## config.mk

```make
export PLATFORM = sky130hd
export DESIGN_NAME = spi_screen_tx
export DESIGN_NICKNAME = d
export VERILOG_FILES = /design/src/rtl/spi_screen_tx.sv
export SDC_FILE = /design/constraint.sdc
export NUM_CORES = 1
export LEC_CHECK = 0
export ABC_AREA = 0
export BUFFER_PORTS_ARGS = -buffer_cell sky130_fd_sc_hd__buf_2
export CAP_MARGIN = 5
export CELL_PAD_IN_SITES_DETAIL_PLACEMENT = 0
export CELL_PAD_IN_SITES_GLOBAL_PLACEMENT = 1
export CORE_ASPECT_RATIO = 1.5
export CORE_MARGIN = 1
export CORE_UTILIZATION = 45
export DETAILED_ROUTE_END_ITERATION = 6
export PLACE_DENSITY = 0.83
export SYNTH_ARGS = -nofsm -noshare
export SYNTH_HDL_FRONTEND = slang
export SYNTH_SLANG_ARGS = --single-unit
export TNS_END_PERCENT = 100
```

## constraint.sdc

```tcl
create_clock -name sck -period 5.2 [get_ports sck]
set_clock_uncertainty 0.2 [all_clocks]
set_input_delay 0.78 -clock sck [delete_from_list [all_inputs] [get_ports sck]]
set_output_delay 0.78 -clock sck [all_outputs]
set_load 0.05 [all_outputs]
```

## src/rtl/spi_screen_tx.sv

```systemverilog
// spi_screen_tx: mode-0 (CPOL=0, CPHA=0) MSB-first SPI master serializer for the static-screen path.
// Ports: sck system clock, rst_in sync active-high reset, start_spi/data_in/dc_in request a frame in IDLE;
// spi_done high when idle or frame complete; spi_clk/spi_mosi/spi_cs_n/spi_dc are registered SPI outputs.
module spi_screen_tx #(
  parameter int DATA_W  = 8,
  parameter int CLK_DIV = 4
) (
  input  logic              sck,
  input  logic              rst_in,
  input  logic              start_spi,
  input  logic [DATA_W-1:0] data_in,
  input  logic              dc_in,
  output logic              spi_done,
  output logic              spi_clk,
  output logic              spi_mosi,
  output logic              spi_cs_n,
  output logic              spi_dc
);
  localparam int BW = $clog2(DATA_W);
  localparam logic [7:0] DIV_LAST = 8'(CLK_DIV - 1);
  localparam logic [BW-1:0] BIT_LAST = BW'(DATA_W - 1);
  typedef enum logic [2:0] {IDLE, LEAD, HIGH, LOW, TRAIL} state_t;
  state_t state_q, state_d;
  logic [7:0] div_q, div_d;
  logic [BW-1:0] bit_q, bit_d;
  // The MSB goes straight to spi_mosi on accept, so only the remaining bits are stored.
  logic [DATA_W-2:0] rest_q, rest_d;
  logic mosi_q, mosi_d, dc_q, dc_d, clk_q, clk_d, cs_n_q, cs_n_d, done_q, done_d;
  logic phase_end, accept, shift;
  assign phase_end = div_q == DIV_LAST;
  assign accept = state_q == IDLE && start_spi;
  assign shift = state_q == HIGH && phase_end && bit_q != BIT_LAST;
  always_ff @(posedge sck) state_q <= rst_in ? IDLE : state_d;
  always_comb begin
    state_d = state_q;
    unique case (state_q)
      IDLE:      state_d = start_spi ? LEAD : IDLE;
      LEAD, LOW: state_d = phase_end ? HIGH : state_q;
      HIGH:      state_d = !phase_end ? HIGH : bit_q == BIT_LAST ? TRAIL : LOW;
      TRAIL:     state_d = phase_end ? IDLE : TRAIL;
      default:   state_d = IDLE;
    endcase
  end
  always_comb begin
    div_d  = (state_q == IDLE || phase_end) ? '0 : div_q + 8'd1;
    rest_d = accept ? data_in[DATA_W-2:0] : shift ? rest_q << 1 : rest_q;
    bit_d  = accept ? '0 : shift ? bit_q + 1'b1 : bit_q;
    mosi_d = accept ? data_in[DATA_W-1] : shift ? rest_q[DATA_W-2] :
             (state_q == TRAIL && phase_end) ? 1'b0 : mosi_q;
    dc_d   = accept ? dc_in : dc_q;
    clk_d  = state_d == HIGH;
    cs_n_d = state_d == IDLE;
    done_d = state_d == IDLE;
  end
  always_ff @(posedge sck) begin
    if (rst_in) begin
      div_q  <= '0;
      bit_q  <= '0;
      rest_q <= '0;
      mosi_q <= 1'b0;
      dc_q   <= 1'b0;
      clk_q  <= 1'b0;
      cs_n_q <= 1'b1;
      done_q <= 1'b1;
    end else begin
      div_q  <= div_d;
      bit_q  <= bit_d;
      rest_q <= rest_d;
      mosi_q <= mosi_d;
      dc_q   <= dc_d;
      clk_q  <= clk_d;
      cs_n_q <= cs_n_d;
      done_q <= done_d;
    end
  end
  assign spi_done = done_q;
  assign spi_clk  = clk_q;
  assign spi_mosi = mosi_q;
  assign spi_cs_n = cs_n_q;
  assign spi_dc   = dc_q;
endmodule
```

Yosys cells after proc, flatten, opt, wreduce, memory -nomap -nowiden --
Index checks and enable logic that the tools add are counted.
Storage, ports and cells: word-level logic and storage cells 41, register bits 25, input bits 12, output and inout bits 5
Cells by class: mux-type cells 11, equality and inequality tests 8, reduce and logical (&&, ||, !) cells 12, add/sub/neg operators 2
Operators by type and width (number):
- 2-to-1 mux 7 bit | 2
- 2-to-1 mux 3 bit | 4
- one-hot mux 3 bit (4 select lines) | 1
- equality test 3 x 2 -> 1 bit, second input constant | 3
- adder 8 x 1 -> 8 bit, second input constant | 1
- equality test 8 x 2 -> 1 bit, second input constant | 1
- equality test 3 bit, second input constant | 2
- logical NOT 3 bit | 2
- OR reduction 2 bit | 3
- logical AND 1 bit | 4
- 2-to-1 mux 1 bit | 4
- adder 3 x 1 -> 3 bit, second input constant | 1
- equality test 3 x 1 -> 1 bit, second input constant | 1
- != test 3 bit, second input constant | 1
- nonzero test 3 bit | 1
- nonzero test 2 bit | 1
- logical OR 1 bit | 1

Depth between registers and ports, before layout --
Gate-level depths: netlist of the first run.
depth after elaboration 5, mapped depth 7, mapped depth without buffers 6

Worst setup path after synthesis of the first run --
Ideal clock, no wire load.
path type flip-flop to output port, start register done_q (netlist: spi_done), end output port spi_done, arrival time 0.894 ns, required time 4.220 ns, buffers on the path 1, slack 3.326 ns, stages on the path, launching flop included 2, path through dfxtp_1 buf_4
RTL lines:
- start: declaration | line 28 | logic mosi_q, mosi_d, dc_q, dc_d, clk_q, clk_d, cs_n_q, cs_n_d, done_q, done_d;
- start signal: assignment | line 73 | done_q <= done_d;
- end: declaration | line 13 | output logic spi_done,
No word-level cell between the ends.

Worst setup path after layout of the first run --
start register bit_q[0], end register rest_q[5]
Between the ends: longest elaborated chain between the ends 3
Ends and longest elaborated chain:
- start: declaration | line 25 | logic [BW-1:0] bit_q, bit_d;
- start signal: assignment | line 67 | bit_q <= bit_d;
- != test 3 bit | line 32 | assign shift = state_q == HIGH && phase_end && bit_q != BIT_LAST;
- logical AND 1 bit | line 32
- nonzero test 2 bit (no line)
- end signal: assignment | line 68 | rest_q <= rest_d;
- end: declaration | line 27 | logic [DATA_W-2:0] rest_q, rest_d;
Every way passes these cells. A chain may end at the register's enable or synchronous reset.

==> impl_metrics.csv, run 1 <==
group,metric,value,unit
outcome,status,"finished clean",
power_and_ir_drop,power.density,253,nW/um^2
cells_and_area,nets,154,
cells_and_area,multi_input_area,636,um^2
power_and_ir_drop,power.total,0.000330,W
timing,worst_pin_slew,481,ps
routing,drt_first_pass_iters,4,
cts,post-cts-setup-buffers,0,
cts,cts_max_path_buffers,2,
yosys,async_flop_share,0,
floorplan,ios,17,
routing,wl_per_cell,13.1,um
cts,ctsResizeCount,0,
cells_and_area,drive_gt1_frac,0.217,
routing,drt_first_iter_violations,28,
setup_path,end_kind,"flip-flop",
timing,final_max_slew_viol_count,0,
placed_design,portBuffers,16,
cts,clock_latency,310,ps
timing,holdWs,265,ps
timing,max_freq,0.465,GHz
grt,grt_max_degree,17,
timing,setup_viol,0,
routing,detail-route-antenna-nets,0,
yosys,synth_edf_count,0,
placed_design,place_inst,170,
yosys,yosysWarningCount,0,
cells_and_area,area_delta_synth_final,7.31,%
cts,ctsHoldBuffers,0,
floorplan,placeableCoreArea,2500,um^2
cts,htree_levels,1,
timing,timing.final.crit_period,2150,ps
cells_and_area,register_area,500,um^2
floorplan,die_x,44.4,um
yosys,syn_nets,141,
cts,clkSlewWorstSetupHoldPaths,140,ps
routing,routed_wl,2290,um
grt,antenna_found_initial,0,
cts,clockRootBuffer,"clkbuf_4",
setup_path,required,5240,ps
cts,cts.sinks,25,
floorplan,fp.dieArea,2920,um^2
min_path,hp-class,"reg2reg",
setup_path,critPathLaunchType,"flip-flop",
power_and_ir_drop,ir_drop,206,uV
grt,grt_usage,0.173,
routing,drc_errors,0,
timing,hold_viol,0,
grt,grt_pass1_vias,924,
cells_and_area,nFillCells,245,
placed_design,dpl_worst_slack,3090,ps
yosys,synth_flop_cell,"dfxtp_1",
timing,rsz0062_at_grt,"no",
yosys,syn_area,1210,um^2
job,max_cap_violations,0,
yosys,ys_seq_area_frac,0.412,
grt,grt_first_pass_wirelength,3830,um
cts,cts_inserted_buffers,3,
yosys,avgSynthCellArea,9.64,um^2
cells_and_area,layout.cells.non_filler,174,
power_and_ir_drop,p_leak,0.564,nW
setup_path,crit_type,"reg2reg",
floorplan,start_util,0.485,
routing,viasPerCell,5.36,
grt,grt-ovfl-total,0,
floorplan,dieHeight,65.6,um
routing,dr_total_vias,933,
yosys,ys_ff_latch,25,
timing,setup_ws,3050,ps
cells_and_area,antenna_cells,0,
setup_path,worstPathMaxFanout,11,
yosys,yosysUniqueCellTypes,40,
timing,final.setup.tns,0,ps
floorplan,rows,22,
placed_design,gp_congestion,0.790,
timing,finalCritPeriodShare,0.414,
setup_path,cp.arrival,2190,ps
placed_design,hpwl,1670,um
yosys,syn_inst,126,
timing,relSlewSlack,0.678,
cts,cts_tree,"done",
## synthesized netlist by cell type (2+ instances only)
| library cell | instances | share of area |
|---|---|---|
| a211oi_1 | 6 | 0.037 |
| nand3_1 | 4 | 0.016 |
| and2_1 | 2 | 0.010 |
| o21ai_0 | 2 | 0.0082 |
| mux2i_1 | 8 | 0.066 |
| ha_1 | 3 | 0.031 |
| a32o_1 | 2 | 0.016 |
| nand2_1 | 8 | 0.025 |
| xor2_1 | 3 | 0.022 |
| buf_6 | 2 | 0.019 |
| a21oi_1 | 3 | 0.012 |
| inv_1 | 4 | 0.012 |
| buf_2 | 2 | 0.0082 |
| buf_4 | 3 | 0.019 |
| dfxtp_1 | 25 | 0.41 |
| nor2_1 | 19 | 0.059 |
| nor3_1 | 4 | 0.016 |
| xnor2_1 | 4 | 0.029 |
## final cells by class
type                       count  share of cell area
clock buffer                   3              0.0173
clock inverter                 1             0.00384
inverter                       4              0.0115
multi-input combinational     89               0.488
sequential                    25               0.384
tap                           36              0.0345
timing repair buffer          16              0.0614
## worst max-delay path, cell delays in order, from the launching register on
cell and delay, ps:
dfxtp_1 350, ha_1 200, ha_1 240, nor4b_4 270, nand3_2 330, mux2i_1 210, a211oi_1 260
## path summary, 6_finish.rpt
path / startpoint / end / slack, ps / depth (start not counted)
hold / removal: spi_dc / spi_dc / 260 / 2
setup / recovery: bit_q[0] / rest_q[5] / 3050 / 6
setup reg to reg: bit_q[0] / rest_q[5] / 3050 / 6
hold reg to reg: spi_dc / spi_dc / 260 / 2
## cells by family (layout without fill, tap and decap cells)
family | after synthesis | count (layout) | synth area share
mux | 8 | 8 | 0.0659
xor+xnor | 7 | 7 | 0.0505
simple gates | 50 | 50 | 0.238
buf+inv | 12 | 24 | 0.0649
flops | 25 | 25 | 0.412
compound gates | 21 | 21 | 0.138
fa+ha+maj | 3 | 3 | 0.0309
## sequential cells by signal, summed over array words and instances (netlist names)
name	count
spi_dc	1
div_q	8
spi_mosi	1
spi_done	1
rest_q	7
state_q	3
spi_clk	1
bit_q	3
## placed cells by master (no fill, tap or decap), types with 3 or more instances in the layout
cell,synthesis,routed
a21oi_1,3,3
buf_2,2,16
nor2_1,19,19
inv_1,4,4
xor2_1,3,3
mux2i_1,8,8
clkbuf_4,0,3
nor3_1,4,4
nand2_1,8,8
a211oi_1,6,6
dfxtp_1,25,25
ha_1,3,3
nand3_1,4,4
xnor2_1,4,4
## power by group
group	switching, W	internal [W]
clock	0.0000571	0.0000287
sequential	0.00000551	0.000199
combinational	0.0000253	0.0000138
total	0.0000879	0.000242
## stage by stage
| stage | instance area, um^2 | utilization |
|---|---|---|
| after global placement | 1280 | 0.509 |
| after CTS | 1300 | 0.520 |
| final | 1300 | 0.520 |
| after detailed placement | 1280 | 0.509 |
| after global routing | 1300 | 0.520 |
| after floorplan | 1210 | - |
## per-layer routing
metal | vias to the layer above | GRT usage | routed length, um
met5 | - | 0 | 0
met4 | 0 | 0.0720 | 45
met3 | 4 | 0.0275 | 67
met2 | 26 | 0.305 | 1220
met1 | 438 | 0.199 | 956
li1 | 465 | - | -
Power figures use the tool's default switching activity.
==> run 2: changes to the inputs <==
--- a/config.mk
+++ b/config.mk
@@ -12,9 +12,9 @@
 export CELL_PAD_IN_SITES_GLOBAL_PLACEMENT = 1
 export CORE_ASPECT_RATIO = 1.5
 export CORE_MARGIN = 1
-export CORE_UTILIZATION = 45
+export CORE_UTILIZATION = 38
 export DETAILED_ROUTE_END_ITERATION = 6
-export PLACE_DENSITY = 0.83
+export PLACE_DENSITY = 0.75
 export SYNTH_ARGS = -nofsm -noshare
 export SYNTH_HDL_FRONTEND = slang
 export SYNTH_SLANG_ARGS = --single-unit
==> constraint.sdc (replaced) <==
create_clock -name sck -period 1.7 [get_ports sck]
set_clock_uncertainty 0.2 [all_clocks]
set_input_delay 0.255 -clock sck [delete_from_list [all_inputs] [get_ports sck]]
set_output_delay 0.255 -clock sck [all_outputs]
set_load 0.05 [all_outputs]
==> run 2 against run 1 <==
Effect of this change:
- the run now ends with setup timing left
- power increased to 3.4 times the previous value
- combinational power increased to 3.5 times the previous value
- maximum frequency rose by 20%
- final cell count rose by 11%
- critical endpoint is now rest_q[1]
- largest power group unchanged
==> impl_metrics.csv, run 2 (synthesis gave the netlist of run 1 again) <==
group,metric,value,unit
routing,routed_wl,2440,um
cells_and_area,layout_commonest_cell,"dfxtp_1",
timing,relSlewSlack,0.766,
routing,wl_per_cell,12.7,um
cells_and_area,regMostFlops,"div_q",
min_path,hp-class,"in2reg",
setup_path,cp_slowest_cell,"dfxtp_2",
power_and_ir_drop,p_leak,0.657,nW
grt,grt_first_pass_wirelength,4170,um
routing,drt_first_iter_violations,25,
outcome,violations,"setup timing",
grt,grt_usage,0.169,
grt,grt-ovfl-total,0,
setup_path,crit_top_cell,"ha_4",
routing,viasPerCell,4.89,
setup_path,cpPeakStageDelay,350,ps
placed_design,dpl_worst_slack,-159,ps
timing,finalCritPeriodShare,1.06,
timing,rsz0062_at_grt,"yes",
job,max_cap_violations,0,
cts,ctsHoldBuffers,0,
placed_design,portBuffers,16,
timing,timing.final.crit_period,1800,ps
timing,worst_pin_slew,351,ps
setup_path,path_cells,"ha_4 > ha_4 > nor4b_4 > nand3_2 > buf_6 > mux2i_1 > a211oi_1",
cells_and_area,area_delta_synth_final,26.2,%
cells_and_area,mostFrequentLayoutCells,"dfxtp_1, nor2_1, buf_2, buf_4",
cts,clock_latency,260,ps
cells_and_area,largest_reg_flops,8,
placed_design,gp_congestion,0.694,
cts,htree_levels,1,
floorplan,fp.dieArea,3430,um^2
min_path,holdPathStages,3,
power_and_ir_drop,ir_drop,418,uV
timing,final_max_slew_viol_count,0,
grt,grt_max_degree,15,
setup_path,critPathLaunchType,"flip-flop",
floorplan,start_util,0.409,
setup_path,crit_type,"reg2reg",
cts,cts.sinks,25,
cts,cts_inserted_buffers,3,
cells_and_area,nets,170,
cells_and_area,reg_top3,"div_q (8), rest_q (7)",
power_and_ir_drop,power.total,0.00111,W
cells_and_area,final_util,0.516,
timing,holdWs,22.8,ps
grt,grt_pass1_vias,963,
timing,setup_viol,10,
cts,clkSlewWorstSetupHoldPaths,80,ps
cells_and_area,antenna_cells,0,
floorplan,rows,24,
setup_path,reg2regPathDepth,7,
power_and_ir_drop,power.density,726,nW/um^2
setup_path,end_kind,"flip-flop",
routing,dr_total_vias,944,
cts,clockRootBuffer,"clkbuf_8",
floorplan,placeableCoreArea,2970,um^2
routing,detail-route-antenna-nets,0,
setup_path,cp.arrival,1780,ps
timing,hold_viol,0,
cts,cts_tree,"done",
routing,drc_errors,0,
setup_path,required,1690,ps
floorplan,die_x,48.2,um
cells_and_area,drive_gt1_frac,0.383,
routing,drt_first_pass_iters,4,
setup_path,worstPathMaxFanout,6,
placed_design,hpwl,1820,um
outcome,status,"complete, but fails checks",
timing,setup_ws,-97.5,ps
floorplan,ios,17,
floorplan,dieHeight,71.3,um
cts,cts_max_path_buffers,2,
timing,max_freq,0.556,GHz
grt,antenna_found_initial,0,
[run 2: cell count changes in the layout (fill, tap and decap cells not counted), moves of 2 or more]
cell,before,now
buf_4,0,14
buf_6,0,2
clkbuf_4,3,0
clkbuf_8,0,3
dfxtp_1,25,21
dfxtp_2,0,4
ha_1,3,0
ha_4,0,3
[run 2: worst max-delay path: cells and delay by family, from the launching register on]
kind	cells	cell delay [ps]
simple gates	2	370
fa+ha+maj	2	320
compound gates	1	190
buf+inv	1	170
flops	1	350
mux	1	120
[run 2: worst paths after layout]
kind	slack [ps]	startpoint	to
max	-100	bit_q[1]	rest_q[1]
min	20	dc_in	spi_dc
max reg2reg	-100	bit_q[1]	rest_q[1]
min reg2reg	260	spi_dc	spi_dc
[run 2: power breakdown]
group	internal, W	leakage, nW	switching, W
Combinational	0.0000569	0.428	0.0000813
Clock	0.000167	0.0228	0.000181
Sequential	0.000609	0.206	0.0000163
[run 2: per-stage QoR]
step           cell area [um^2]  TNS (ps)  cells
2_1_floorplan              1240      -522    126
3_3_place_gp               1410      -881    187
4_1_cts                    1490      -910    192
3_5_place_dp               1410     -1520    187
6_report                   1530      -713    193
5_1_grt                    1530     -1540    193
[run 2: timing repair]
| item | CTS | global route |
|---|---|---|
| setup buffers | 1 | 1 |
| cloned | 0 | 0 |
| endpoints found under the setup margin | 21 | 16 |
| gates resized for setup | 5 | 10 |
| pin swaps | 2 | 3 |
[run 2: area by class of cell]
cell class / instances / area [um^2]
flip-flops and latches: 25 / 505
fillers: 269 / 1440
clock buffers: 4 / 45.0
multi-input cells: 89 / 711
inverters: 4 / 15.0
repair buffers: 32 / 208
well taps: 39 / 48.8
[run 2: metal layers]
| metal | GRT usage | part of all wire | vias to the layer above |
|---|---|---|---|
| met4 | 0.0741 | 0.0078 | 0 |
| met2 | 0.274 | 0.54 | 15 |
| met5 | 0 | 0 | - |
| met1 | 0.203 | 0.42 | 434 |
| li1 | - | - | 493 |
| met3 | 0.0378 | 0.034 | 2 |
